### src/rtl/julia_pkg.sv
// Shared types and default parameters for the Julia-set iteration controller.
package julia_pkg;

  // Default escape threshold on |w|^2: 4.0 with both components scaled by 1000.
  localparam logic signed [31:0] ESC_LIMIT_DEF = 32'sd4000000;
  // Default iteration counter width.
  localparam int ITER_W_DEF = 16;
  // Default number of WAIT cycles tolerated before declaring the step unit dead.
  localparam int WD_LIMIT_DEF = 15;

  typedef enum logic [2:0] {
    IDLE,
    RUN,
    WAIT,
    EVAL,
    DONE
  } state_t;

endpackage

### src/rtl/julia_iter_ctrl_if.sv
// Bus between the iteration controller and the single-step calculation unit.
interface julia_iter_ctrl_if;
  logic               step_en;
  logic signed [31:0] step_x;
  logic signed [31:0] step_y;
  logic signed [31:0] step_cr;
  logic signed [31:0] step_ci;
  logic               step_end;
  logic signed [31:0] step_wx;
  logic signed [31:0] step_wy;
  logic signed [31:0] step_res;

  // Controller side: issues operands, consumes results.
  modport master (
    output step_en, step_x, step_y, step_cr, step_ci,
    input  step_end, step_wx, step_wy, step_res
  );

  // Step unit side.
  modport slave (
    input  step_en, step_x, step_y, step_cr, step_ci,
    output step_end, step_wx, step_wy, step_res
  );
endinterface

### src/rtl/julia_escape_chk.sv
// Combinational escape test on the squared magnitude from the step unit.
module julia_escape_chk (
  input  logic signed [31:0] res,
  input  logic signed [31:0] limit,
  output logic               escape
);
  // A negative result can only come from an overflowed square sum, so it
  // counts as an escape as well.
  assign escape = (res > limit) || res[31];
endmodule

### src/rtl/julia_iter_ctrl.sv
// Per-pixel Julia iteration controller: sequences a single-step unit,
// counts iterations, detects escape and guards the step unit with a watchdog.
module julia_iter_ctrl
  import julia_pkg::*;
#(
  parameter logic signed [31:0] ESC_LIMIT = ESC_LIMIT_DEF,
  parameter int                 ITER_W    = ITER_W_DEF,
  parameter int                 WD_LIMIT  = WD_LIMIT_DEF
) (
  input  logic                 clk,
  input  logic                 rst,
  input  logic                 start,
  input  logic signed [31:0]   in_x,
  input  logic signed [31:0]   in_y,
  input  logic signed [31:0]   cr,
  input  logic signed [31:0]   ci,
  input  logic [ITER_W-1:0]    max_iter,
  output logic                 busy,
  output logic                 result_valid,
  input  logic                 result_ack,
  output logic [ITER_W-1:0]    iter_count,
  output logic                 escaped,
  output logic                 wd_error,
  julia_iter_ctrl_if.master    step
);

  localparam int WD_W = $clog2(WD_LIMIT + 1);

  state_t state_reg, state_next;

  logic               busy_reg, busy_next;
  logic               result_valid_reg, result_valid_next;
  logic [ITER_W-1:0]  iter_count_reg, iter_count_next;
  logic [ITER_W-1:0]  max_iter_reg, max_iter_next;
  logic               escaped_reg, escaped_next;
  logic               wd_error_reg, wd_error_next;
  logic               step_en_reg, step_en_next;
  logic signed [31:0] step_x_reg, step_x_next;
  logic signed [31:0] step_y_reg, step_y_next;
  logic signed [31:0] step_cr_reg, step_cr_next;
  logic signed [31:0] step_ci_reg, step_ci_next;
  logic signed [31:0] wx_cap_reg, wx_cap_next;
  logic signed [31:0] wy_cap_reg, wy_cap_next;
  logic signed [31:0] res_cap_reg, res_cap_next;
  logic [WD_W-1:0]    wd_cnt_reg, wd_cnt_next;

  logic              escape;
  logic [ITER_W-1:0] iter_inc;
  logic              last_iter;
  logic              wd_expired;

  julia_escape_chk u_escape_chk (
    .res    (res_cap_reg),
    .limit  (ESC_LIMIT),
    .escape (escape)
  );

  // iter_count < max_iter whenever EVAL is reached, so the increment never wraps.
  assign iter_inc   = iter_count_reg + 1'b1;
  assign last_iter  = (iter_inc == max_iter_reg);
  // The current WAIT cycle is the WD_LIMIT-th one without a step_end.
  assign wd_expired = (wd_cnt_reg == WD_W'(WD_LIMIT - 1));

  // State register.
  always_ff @(posedge clk or posedge rst) begin
    if (rst) state_reg <= IDLE;
    else     state_reg <= state_next;
  end

  // Next-state decode.
  always_comb begin
    state_next = state_reg;
    case (state_reg)
      IDLE: if (start) state_next = (max_iter == '0) ? DONE : RUN;
      RUN:  state_next = WAIT;
      WAIT: begin
        if (step.step_end)   state_next = EVAL;
        else if (wd_expired) state_next = DONE;
      end
      EVAL: state_next = (escape || last_iter) ? DONE : RUN;
      DONE: if (result_ack) state_next = IDLE;
      default: state_next = IDLE;
    endcase
  end

  // Next values of every registered output and datapath register.
  always_comb begin
    busy_next         = busy_reg;
    result_valid_next = result_valid_reg;
    iter_count_next   = iter_count_reg;
    max_iter_next     = max_iter_reg;
    escaped_next      = escaped_reg;
    wd_error_next     = wd_error_reg;
    step_en_next      = step_en_reg;
    step_x_next       = step_x_reg;
    step_y_next       = step_y_reg;
    step_cr_next      = step_cr_reg;
    step_ci_next      = step_ci_reg;
    wx_cap_next       = wx_cap_reg;
    wy_cap_next       = wy_cap_reg;
    res_cap_next      = res_cap_reg;
    wd_cnt_next       = wd_cnt_reg;
    case (state_reg)
      IDLE: begin
        if (start) begin
          step_x_next     = in_x;
          step_y_next     = in_y;
          step_cr_next    = cr;
          step_ci_next    = ci;
          max_iter_next   = max_iter;
          iter_count_next = '0;
          escaped_next    = 1'b0;
          wd_error_next   = 1'b0;
          // A zero cap finishes immediately without issuing any step.
          if (max_iter == '0) begin
            busy_next         = 1'b0;
            result_valid_next = 1'b1;
          end else begin
            busy_next = 1'b1;
          end
        end
      end
      RUN: begin
        step_en_next = 1'b1;
        wd_cnt_next  = '0;
      end
      WAIT: begin
        if (step.step_end) begin
          wx_cap_next  = step.step_wx;
          wy_cap_next  = step.step_wy;
          res_cap_next = step.step_res;
          step_en_next = 1'b0;
        end else if (wd_expired) begin
          wd_error_next     = 1'b1;
          step_en_next      = 1'b0;
          busy_next         = 1'b0;
          result_valid_next = 1'b1;
        end else begin
          wd_cnt_next = wd_cnt_reg + 1'b1;
        end
      end
      EVAL: begin
        // step_en stays low through EVAL and RUN so the step unit rearms.
        step_en_next    = 1'b0;
        iter_count_next = iter_inc;
        if (escape || last_iter) begin
          escaped_next      = escape;
          busy_next         = 1'b0;
          result_valid_next = 1'b1;
        end else begin
          step_x_next = wx_cap_reg;
          step_y_next = wy_cap_reg;
        end
      end
      DONE: begin
        if (result_ack) result_valid_next = 1'b0;
      end
      default: ;
    endcase
  end

  // Output and datapath registers.
  always_ff @(posedge clk or posedge rst) begin
    if (rst) begin
      busy_reg         <= 1'b0;
      result_valid_reg <= 1'b0;
      iter_count_reg   <= '0;
      max_iter_reg     <= '0;
      escaped_reg      <= 1'b0;
      wd_error_reg     <= 1'b0;
      step_en_reg      <= 1'b0;
      step_x_reg       <= '0;
      step_y_reg       <= '0;
      step_cr_reg      <= '0;
      step_ci_reg      <= '0;
      wx_cap_reg       <= '0;
      wy_cap_reg       <= '0;
      res_cap_reg      <= '0;
      wd_cnt_reg       <= '0;
    end else begin
      busy_reg         <= busy_next;
      result_valid_reg <= result_valid_next;
      iter_count_reg   <= iter_count_next;
      max_iter_reg     <= max_iter_next;
      escaped_reg      <= escaped_next;
      wd_error_reg     <= wd_error_next;
      step_en_reg      <= step_en_next;
      step_x_reg       <= step_x_next;
      step_y_reg       <= step_y_next;
      step_cr_reg      <= step_cr_next;
      step_ci_reg      <= step_ci_next;
      wx_cap_reg       <= wx_cap_next;
      wy_cap_reg       <= wy_cap_next;
      res_cap_reg      <= res_cap_next;
      wd_cnt_reg       <= wd_cnt_next;
    end
  end

  assign busy         = busy_reg;
  assign result_valid = result_valid_reg;
  assign iter_count   = iter_count_reg;
  assign escaped      = escaped_reg;
  assign wd_error     = wd_error_reg;
  assign step.step_en = step_en_reg;
  assign step.step_x  = step_x_reg;
  assign step.step_y  = step_y_reg;
  assign step.step_cr = step_cr_reg;
  assign step.step_ci = step_ci_reg;

endmodule

### src/flat_wrapper.sv
// flat-port wrapper written by rule: the top's interface ports become plain ports
module julia_iter_ctrl_flat import julia_pkg::*;
#(
  parameter logic signed [31:0] ESC_LIMIT = ESC_LIMIT_DEF,
  parameter int                 ITER_W    = ITER_W_DEF,
  parameter int                 WD_LIMIT  = WD_LIMIT_DEF
)
  (clk, rst, start, in_x, in_y, cr, ci, max_iter, busy, result_valid, result_ack, iter_count, escaped, wd_error, step_step_en, step_step_x, step_step_y, step_step_cr, step_step_ci, step_step_end, step_step_wx, step_step_wy, step_step_res);
  julia_iter_ctrl_if step_i ();
  input  logic clk;
  input  logic rst;
  input  logic start;
  input  logic signed [31:0] in_x;
  input  logic signed [31:0] in_y;
  input  logic signed [31:0] cr;
  input  logic signed [31:0] ci;
  input  logic [ITER_W-1:0] max_iter;
  output logic busy;
  output logic result_valid;
  input  logic result_ack;
  output logic [ITER_W-1:0] iter_count;
  output logic escaped;
  output logic wd_error;
  output wire logic [$bits(step_i.step_en)-1:0] step_step_en;
  output wire logic [$bits(step_i.step_x)-1:0] step_step_x;
  output wire logic [$bits(step_i.step_y)-1:0] step_step_y;
  output wire logic [$bits(step_i.step_cr)-1:0] step_step_cr;
  output wire logic [$bits(step_i.step_ci)-1:0] step_step_ci;
  input wire logic [$bits(step_i.step_end)-1:0] step_step_end;
  input wire logic [$bits(step_i.step_wx)-1:0] step_step_wx;
  input wire logic [$bits(step_i.step_wy)-1:0] step_step_wy;
  input wire logic [$bits(step_i.step_res)-1:0] step_step_res;
  assign step_step_en = step_i.step_en;
  assign step_step_x = step_i.step_x;
  assign step_step_y = step_i.step_y;
  assign step_step_cr = step_i.step_cr;
  assign step_step_ci = step_i.step_ci;
  assign step_i.step_end = step_step_end;
  assign step_i.step_wx = step_step_wx;
  assign step_i.step_wy = step_step_wy;
  assign step_i.step_res = step_step_res;
  julia_iter_ctrl #(.ESC_LIMIT(ESC_LIMIT), .ITER_W(ITER_W), .WD_LIMIT(WD_LIMIT)) u_core (.clk(clk), .rst(rst), .start(start), .in_x(in_x), .in_y(in_y), .cr(cr), .ci(ci), .max_iter(max_iter), .busy(busy), .result_valid(result_valid), .result_ack(result_ack), .iter_count(iter_count), .escaped(escaped), .wd_error(wd_error), .step(step_i));
endmodule
### config.mk
export PLATFORM = sky130hd
export DESIGN_NAME = julia_iter_ctrl_flat
export DESIGN_NICKNAME = d
export VERILOG_FILES = /design/src/rtl/julia_pkg.sv /design/src/rtl/julia_iter_ctrl_if.sv /design/src/rtl/julia_escape_chk.sv /design/src/rtl/julia_iter_ctrl.sv /design/src/flat_wrapper.sv
export SDC_FILE = /design/constraint.sdc
export NUM_CORES = 1
export LEC_CHECK = 0
export ABC_AREA = 1
export BUFFER_PORTS_ARGS = -buffer_cell sky130_fd_sc_hd__buf_2
export CAP_MARGIN = 25
export CORE_MARGIN = 5
export CORE_UTILIZATION = 56
export DETAILED_ROUTE_END_ITERATION = 10
export GPL_TIMING_DRIVEN = 0
export PLACE_DENSITY_LB_ADDON = 0.2
export RECOVER_POWER = 25
export SYNTH_ARGS = -nofsm -noshare
export SYNTH_HDL_FRONTEND = slang
export SYNTH_HIERARCHICAL = 1
export SYNTH_SLANG_ARGS = --single-unit
### constraint.sdc
create_clock -name clk -period 14.1 [get_ports clk]
set_input_delay 0.705 -clock clk [delete_from_list [all_inputs] [get_ports clk]]
set_output_delay 0.705 -clock clk [all_outputs]
set_load 0.05 [all_outputs]
Word level (Yosys, flattened, before mapping)
Cells that the tools add are included.
{"block": "op_classes", "addsub": 2, "order_cmp": 1, "eq_ne": 15, "n_mux": 37, "n_reduce_logical": 21}
{"op": "$mux 32", "count": 4}
{"op": "$pmux 32 s2", "count": 2}
{"op": "$gt 32x23->1 const B", "count": 1}
{"op": "$pmux 16 s2", "count": 1}
{"op": "$mux 3", "count": 6}
{"op": "$add 16x1->16 const B", "count": 1}
{"op": "$eq 16x16->1", "count": 1}
{"op": "$logic_not 16->1", "count": 1}
{"op": "$mux 16", "count": 1}
{"op": "$pmux 3 s5", "count": 1}
{"op": "$mux 1", "count": 14}
{"op": "$reduce_and 3->1", "count": 4}
{"op": "$ne 2x2->1 const B", "count": 5}
{"op": "$mux 4", "count": 2}
{"op": "$pmux 4 s2", "count": 1}
{"op": "$reduce_and 2->1", "count": 4}
{"op": "$reduce_and 7->1", "count": 1}
{"op": "$eq 3x2->1 const B", "count": 2}
{"op": "$ne 2x1->1 const B", "count": 3}
{"op": "$pmux 1 s3", "count": 2}
{"op": "$reduce_bool 2->1", "count": 3}
{"op": "$reduce_bool 3->1", "count": 2}
{"op": "$reduce_and 5->1", "count": 1}
{"op": "$add 4x1->4 const B", "count": 1}
{"op": "other kinds (10)", "count": 12}
{"block": "word_totals", "regBits": 268, "input_bits": 245, "out_inout_bits": 149, "elab_cells": 92}

Logic depth before layout (Yosys ltp)
Gate-level depths: netlist of the first run.
{"block": "logic_depth", "ltp_word": 5, "mapped_depth": 23, "depth_no_buf": 22}

Modules after synthesis
Netlist of the first run, hierarchy kept.
{"mod": "julia_iter_ctrl", "n_inst": 1, "cells_each": 1460, "area_per_inst_um2": 12031.5, "seq_area_each_um2": 6706.4}
{"mod": "julia_escape_chk", "n_inst": 1, "cells_each": 148, "area_per_inst_um2": 893.4, "seq_area_each_um2": 0.0}

Least setup slack after synthesis of the first run
No wires, ideal clock.
{"block": "synth_timing", "kind": "reg2reg", "startpoint": "register u_core.iter_count_reg[0], in the netlist u_core/iter_count[0]", "endpoint": "register u_core.step_x_reg[0], in the netlist u_core/step.step_x[0]", "setup_time_ns": 0.119, "arrival_ns": 2.384, "t_required_ns": 13.981, "slack_ns": 11.596, "stages_incl_launch_ff": 19, "path_buffers": 2, "period_less_slack_ns": 2.504, "path_cell_list": "dfrtp_1 ha_1 nand2_1 nor2_4 nand2_1 nand2_1 nand2_1 nand2_1 nand2_1 inv_1 nand2_1 nor2_1 nand3_2 nand2_1 nand2_2 buf_6 buf_12 nand3_2 nand2_1"}
{"block": "synth_via", "elab_chain_cells": 5}
{"element": "start: declaration", "line": "julia_iter_ctrl.sv:33", "rtl": "logic [ITER_W-1:0] iter_count_reg, iter_count_next;"}
{"element": "start signal: assignment", "line": "julia_iter_ctrl.sv:183", "rtl": "iter_count_reg <= iter_count_next;"}
{"element": "$add 16x1->16", "line": "julia_iter_ctrl.sv:59", "rtl": "assign iter_inc = iter_count_reg + 1'b1;"}
{"element": "$eq 16x16->1", "line": "julia_iter_ctrl.sv:60", "rtl": "assign last_iter = (iter_inc == max_iter_reg);"}
{"element": "$logic_or 1x1->1", "line": "julia_iter_ctrl.sv:146", "rtl": "if (escape || last_iter) begin"}
{"element": "$ne 2x2->1 (no source line)"}
{"element": "$reduce_and 3->1 (no source line)"}
{"element": "end signal: assignment", "line": "julia_iter_ctrl.sv:188", "rtl": "step_x_reg <= step_x_next;"}
{"element": "end: declaration", "line": "julia_iter_ctrl.sv:38", "rtl": "logic signed [31:0] step_x_reg, step_x_next;"}
Every way passes these cells.
A chain may end at the register's enable or synchronous reset.

==> key figures, run 1 <==
Synthesis
  – Dominant cell by count in the synthesized netlist: nand2_1
  – Yosys cell types: 39
  – Top-area cell type share of the netlist area: 51.9%
  – Cell Area, Synth: 12900 um^2
  – Post-Syn Instances: 1608
  – Yosys reg bits: 268
  – Largest area contributor in the netlist: dfrtp_1
  – Post-synth EDFFs: 0
  – Seq/Total Area, Yosys: 51.9%
  – Dominant synthesized flop cell: dfrtp_1
  – Yosys warning count: 6
  – Async SR Flop Fraction: 100%
  – Mean Syn Cell Area: 8.04 um^2
  – Top cells by count, synth: 768 x nand2_1, 268 x dfrtp_1, 130 x inv_1, 114 x o21ai_0, 51 x nand3_2
  – Largest cells by area after synthesis: dfrtp_1 52%, nand2_1 22%, o21ai_0 4.4%, nand3_2 3.9%, inv_1 3.8%

Place
  – Post-place setup slack: 11.29 ns
  – Cell count after placement: 2318
  – Routability Congestion: 0.897
  – Dpl cell area: 15400 um^2
  – Input/output buffers: 393
  – HPWL after DPL: 29100 um

Floorplanning
  – Die width: 162 um
  – Initial core utilization: 56.9%
  – CORE AREA: 22700 um^2
  – Die ar.: 26200 um^2
  – Row cnt: 55
  – Ports: 394
  – Chip height: 162 um

Global routing
  – GRT Total Usage: 28.6%
  – Grt ovf: 0
  – Initial antenna violation count: 10
  – Vias in the first global route: 12100
  – Largest net degree at the start of global routing: 119
  – Global-route wire length before repair: 60700 um

Outcome
  – Violated checks: max-capacitance violations, max-slew violations
  – Status: complete, but fails checks

Min path
  – Worst hold path type: input pin to register
  – Hold Crit Depth: 3

Drt
  – Final wirelength: 38300 um
  – DR vias/cell: 5.10
  – DRT Pass-1 Iters: 6
  – Routed vias: 12100
  – DRC: 0
  – First DRT Iteration DRCs: 857
  – Wire length per cell: 16.2 um
  – Number of routed nets with antenna violations: 0

STA
  – Fin. Hold Viols: 0
  – Post-Route Skew: 0.00906 ns
  – Final period utilization: 46.9%
  – Achievable Freq: 151 MHz
  – Final WS setup: 7.48 ns
  – RSZ-0062 raised after global routing: false
  – Fin. max-slew vios: 153
  – Setup_tns: 0 ns
  – Final setup fails: 0
  – Actual slew at the worst max-slew pin: 5.17 ns
  – Tmin final: 6.62 ns
  – Rel. slew slack: -244%

Cells and area
  – Share of layout cells above drive strength 1: 25.7%
  – Fin nets: 2343
  – Area Overhead vs Synth: 26.2%
  – Number of non-filler instances in the completed layout: 2370
  – Final Util: 71.8%
  – Fin area: 16300 um^2

Clocking
  – CTS Buffer Depth: 3
  – Num Clock Sinks: 268
  – CTS tree: done
  – Post-CTS Resized: 0
  – Clock Root Buffer: clkbuf_16
  – Clk_lat worst skew: 0.53 ns
  – Post-CTS setup buffers: 0
  – Worst-path clk slew: 0.06 ns
  – Inserted Clock Buffers: 28
  – H-Tree Depth: 1
  – Hold_buf cts: 0

Pwr
  – Clock network fraction of design power: 18.7%
  – P_int: 2.04 mW
  – Switch share: 48.0%
  – PwrDens: 240 nW/um^2
  – Power share of the sequential group: 33.2%
  – Leakage power: 9.23 nW
  – Combinational share of power: 48.1%
  – Peak supply drop: 0.187 mV
  – NetSw: 1.88 mW

Setup path
  – Critical Path End Type: async pin
  – Startpoint types: input pin
  – Reg2reg setup slack: 11.29 ns
  – Worst R2R Path Depth: 8
  – Arr. time, crit path: 6.01 ns
  – WS Path Type: input pin to async pin
  – Crit path max fanout: 96
  – CP required: 13.49 ns

Flow run
  – Max_cap viols: 2
## worst max-delay path: stages
cell	delay, ns
buf_2	0.11
clkinvlp_2	1.39
clkbuf_1	3.69
## power by group through the flow
| stage | sequential (mW) | combinational (mW) | clock, mW |
|---|---|---|---|
| after global routing | 1.34 | 2.06 | 0.773 |
| after floorplan | 1.92 | 0.749 | 0 |
| after global placement | 1.29 | 1.83 | 0 |
| after detailed placement | 1.30 | 1.88 | 0 |
| final | 1.30 | 1.88 | 0.731 |
| after CTS | 1.30 | 1.89 | 0.741 |
## cells by family (layout without fill, tap and decap cells)
logic type | count (synthesis) | after routing | synth area share (%)
and+or+nand+nor | 938 | 938 | 31.1
DFF | 268 | 268 | 51.9
buffers and inverters | 206 | 645 | 6.90
AOI/OAI and AO/OA | 151 | 151 | 6.11
adders and majority gates | 35 | 35 | 3.39
xor gates and xnor gates | 8 | 8 | 0.542
other | 2 | 40 | 0.0581
## worst paths after layout
path / startpoint / to
worst max-delay path: rst / u_core/wy_cap_reg[2]
max in group clk: u_core/state_reg[2] / u_core/wx_cap_reg[28]
min in group asynchronous: rst / u_core/step.step_cr[13]
worst max register to register: u_core/state_reg[2] / u_core/wx_cap_reg[28]
worst min register to register: u_core/step.step_x[20] / u_core/step.step_x[20]
worst min-delay path: cr[20] / u_core/step.step_cr[20]
## routing by layer
layer  global-route usage [%]  up-vias  share of wire (%)
met5                        0        -              0.070
met1                     35.3     5627                 39
met3                     6.29       81                8.2
met4                     10.3        4                2.9
met2                     49.6      471                 49
li1                         -     5893                  -
## layout make-up
cell class,instances,area [um^2]
antenna,8,20.0
buffer,73,393
clock buffer,39,823
clock inverter,5,75.1
fill,1857,6400
inverter,133,500
multi-input combinational,1164,5440
sequential,268,6710
tap,285,357
timing repair buffer,395,2000
## layout by cell type (no fill, tap or decap), drive strengths merged
master and n:
a21o 1, a21oi 18, a31oi 1, buf 426
bufinv 2, clkbuf 81, clkinv 5, clkinvlp 1
conb 32, dfrtp 268, diode 8, ha 35
inv 130, nand2 774, nand3 98, nand3b 4
nand4 10, nor2 44, nor3 3, nor4 3
o211ai 1, o21a 2, o21ai 116, o22a 1
o22ai 10, o31ai 1, or2 2, xnor2 3
xor2 5
## per-stage QoR
step	power, mW	hold slack [ns]
floorplan	2.67	0.442
global placement	3.13	0.448
detailed placement	3.18	0.453
CTS	3.93	0.192
global route	4.17	0.358
finish	3.91	0.368
Note: power is estimated with default switching activity, not from simulation.
==> run 2, diff against run 1 <==
Settings changed: CORE_UTILIZATION 56 to 47.
Clock period 14.1 ns to 5.9 ns, I/O delays scaled along.
==> run 2 against run 1 <==
Effect of this change: the flow still finishes with violations (max-capacitance violations, max-slew violations); utilization is 4.3 points lower; power is 150% higher; setup slack worse by 4.5 ns; final cell count is 10% higher; flip-flop and latch count stayed put; clock skew is 0.0034 ns higher; sequential share of layout area is 4.4 points lower.
==> key figures, run 2 (same netlist as run 1, synthesis figures left out) <==
Clocking
  – Post-CTS Resized: 0
  – Clock Root Buffer: clkbuf_16
  – Post-CTS setup buffers: 0
  – Num Clock Sinks: 268
  – CTS tree: done
  – CTS Buffer Depth: 3
  – Worst-path clk slew: 0.06 ns
  – Clk_lat worst skew: 0.56 ns
  – H-Tree Depth: 1
  – Inserted Clock Buffers: 31

Floorplanning
  – Chip height: 176 um
  – Row cnt: 60
  – Die ar.: 30900 um^2
  – Initial core utilization: 47.8%
  – Die width: 176 um
  – CORE AREA: 27000 um^2
  – Ports: 394

Global routing
  – Vias in the first global route: 13300
  – Largest net degree at the start of global routing: 42
  – Grt ovf: 0
  – Global-route wire length before repair: 68600 um
  – Initial antenna violation count: 3
  – GRT Total Usage: 27.4%

Cells and area
  – # fillers: 2161
  – Share of layout cells above drive strength 1: 24.2%
  – Area Overhead vs Synth: 41.3%
  – Most common cell after layout, fill and taps aside: nand2_1
  – Final Util: 67.6%
  – Most frequent cells in the layout: 768 x nand2_1, 414 x buf_2, 268 x dfrtp_1, 170 x dlygate4sd3_1, 129 x inv_1
  – Fin nets: 2521

Place
  – Post-place setup slack: 3.00 ns
  – HPWL after DPL: 30100 um
  – Input/output buffers: 393
  – Routability Congestion: 0.874

Min path
  – Hold Crit Depth: 3
  – Worst hold path type: input pin to register

Drt
  – Routed vias: 13000
  – DR WL met2: 20200 um
  – First DRT Iteration DRCs: 909
  – Wire length per cell: 16.5 um
  – Final wirelength: 43000 um
  – Met1 wire length: 17100 um
  – Max layer used: met4
  – DRC: 0
  – Routed wl met3: 3850 um
  – Number of routed nets with antenna violations: 0
  – DRT Pass-1 Iters: 5
  – DR vias/cell: 4.98

Pwr
  – Total power: 9.71 mW
  – Leakage power: 10.0 nW
  – Peak supply drop: 0.407 mV
  – PwrDens: 532 nW/um^2

Setup path
  – WS Path Type: register to register
  – CP required: 6.32 ns
  – Worst R2R Path Depth: 8
  – CP most frequent cell: nor2_1
  – CP peak stage delay: 0.67 ns
  – Arr. time, crit path: 3.29 ns
  – Critical Path End Type: register
  – Crit path max fanout: 10
  – Startpoint types: register
  – Crit-path cells: nor2_1 > inv_1 > nor2_1 > inv_1 > nor2_1 > buf_2 > clkbuf_1 > o21ai_0
  – CP max stage cell: nor2_1

STA
  – Setup_tns: 0 ns
  – Final setup fails: 0
  – Actual slew at the worst max-slew pin: 2.21 ns
  – Tmin final: 2.87 ns
  – Post-Route Skew: 0.0125 ns
  – Fin. max-slew vios: 105
  – Rel. slew slack: -47.1%
  – Fin. Hold Viols: 0
  – RSZ-0062 raised after global routing: false
  – Achievable Freq: 348 MHz
  – Final period utilization: 48.7%
  – Final WS setup: 3.03 ns

Outcome
  – Status: complete, but fails checks
  – Violated checks: max-capacitance violations, max-slew violations

Flow run
  – Max_cap viols: 3
-- run 2: per-layer routing --
| layer | up-vias | track usage, % |
|---|---|---|
| li1 | 6256 | - |
| met1 | 5992 | 34.3 |
| met3 | 124 | 6.28 |
| met4 | 0 | 11.7 |
| met2 | 635 | 45.7 |
| met5 | - | 0 |
-- run 2: through the flow --
stage                     cell area [um^2]  std cells  hold WS [ns]
after global placement               15400       2372         0.448
after detailed placement             15600       2379         0.320
after CTS                            18300       2607       0.00359
after global routing                 18300       2610        0.0172
after floorplan                      13000       1638         0.412
final                                18300       2610        0.0138
-- run 2: power by group --
group / leakage, nW / internal [mW] / switching (mW)
registers: 3.35 / 2.67 / 0.443
clock network: 0.520 / 1.16 / 0.773
logic: 6.17 / 1.23 / 3.43
total: 10.0 / 5.06 / 4.65
-- run 2: worst max-delay path, delay by kind of cell, from the launching register on --
family	cells	cell delay (ns)
buffers and inverters	4	1.10
AND/OR/NAND/NOR	3	1.04
flip-flops	1	0.40
AO/OA/AOI/OAI	1	0.17
-- run 2: final cells by class --
| cell class | count | area [um^2] | area share (%) |
|---|---|---|---|
| diodes | 3 | 7.51 | 0.0411 |
| plain buffers | 73 | 393 | 2.15 |
| clock buffers | 42 | 867 | 4.75 |
| clock inverters | 16 | 163 | 0.891 |
| inverters | 133 | 500 | 2.74 |
| multi-input cells | 1164 | 5440 | 29.8 |
| flip-flops and latches | 268 | 6710 | 36.7 |
| well taps | 341 | 427 | 2.34 |
| repair buffers | 570 | 3760 | 20.6 |
-- run 2: worst paths after layout --
path | startpoint | to | slack [ns]
max | u_core/state_reg[2] | u_core/wx_cap_reg[28] | 3.03
min | max_iter[14] | u_core/max_iter_reg[14] | 0.01
max reg2reg | u_core/state_reg[2] | u_core/wx_cap_reg[28] | 3.03
min reg2reg | u_core/step.step_y[21] | u_core/step.step_y[21] | 0.47
max in group asynchronous | rst | u_core/step.step_cr[31] | 3.09
min in group asynchronous | rst | u_core/wy_cap_reg[0] | 0.35
-- run 2: what timing repair did --
item,in CTS,in global routing
endpoints found under the hold margin,182,0
setup endpoints to repair,0,0
hold buffers,170,0
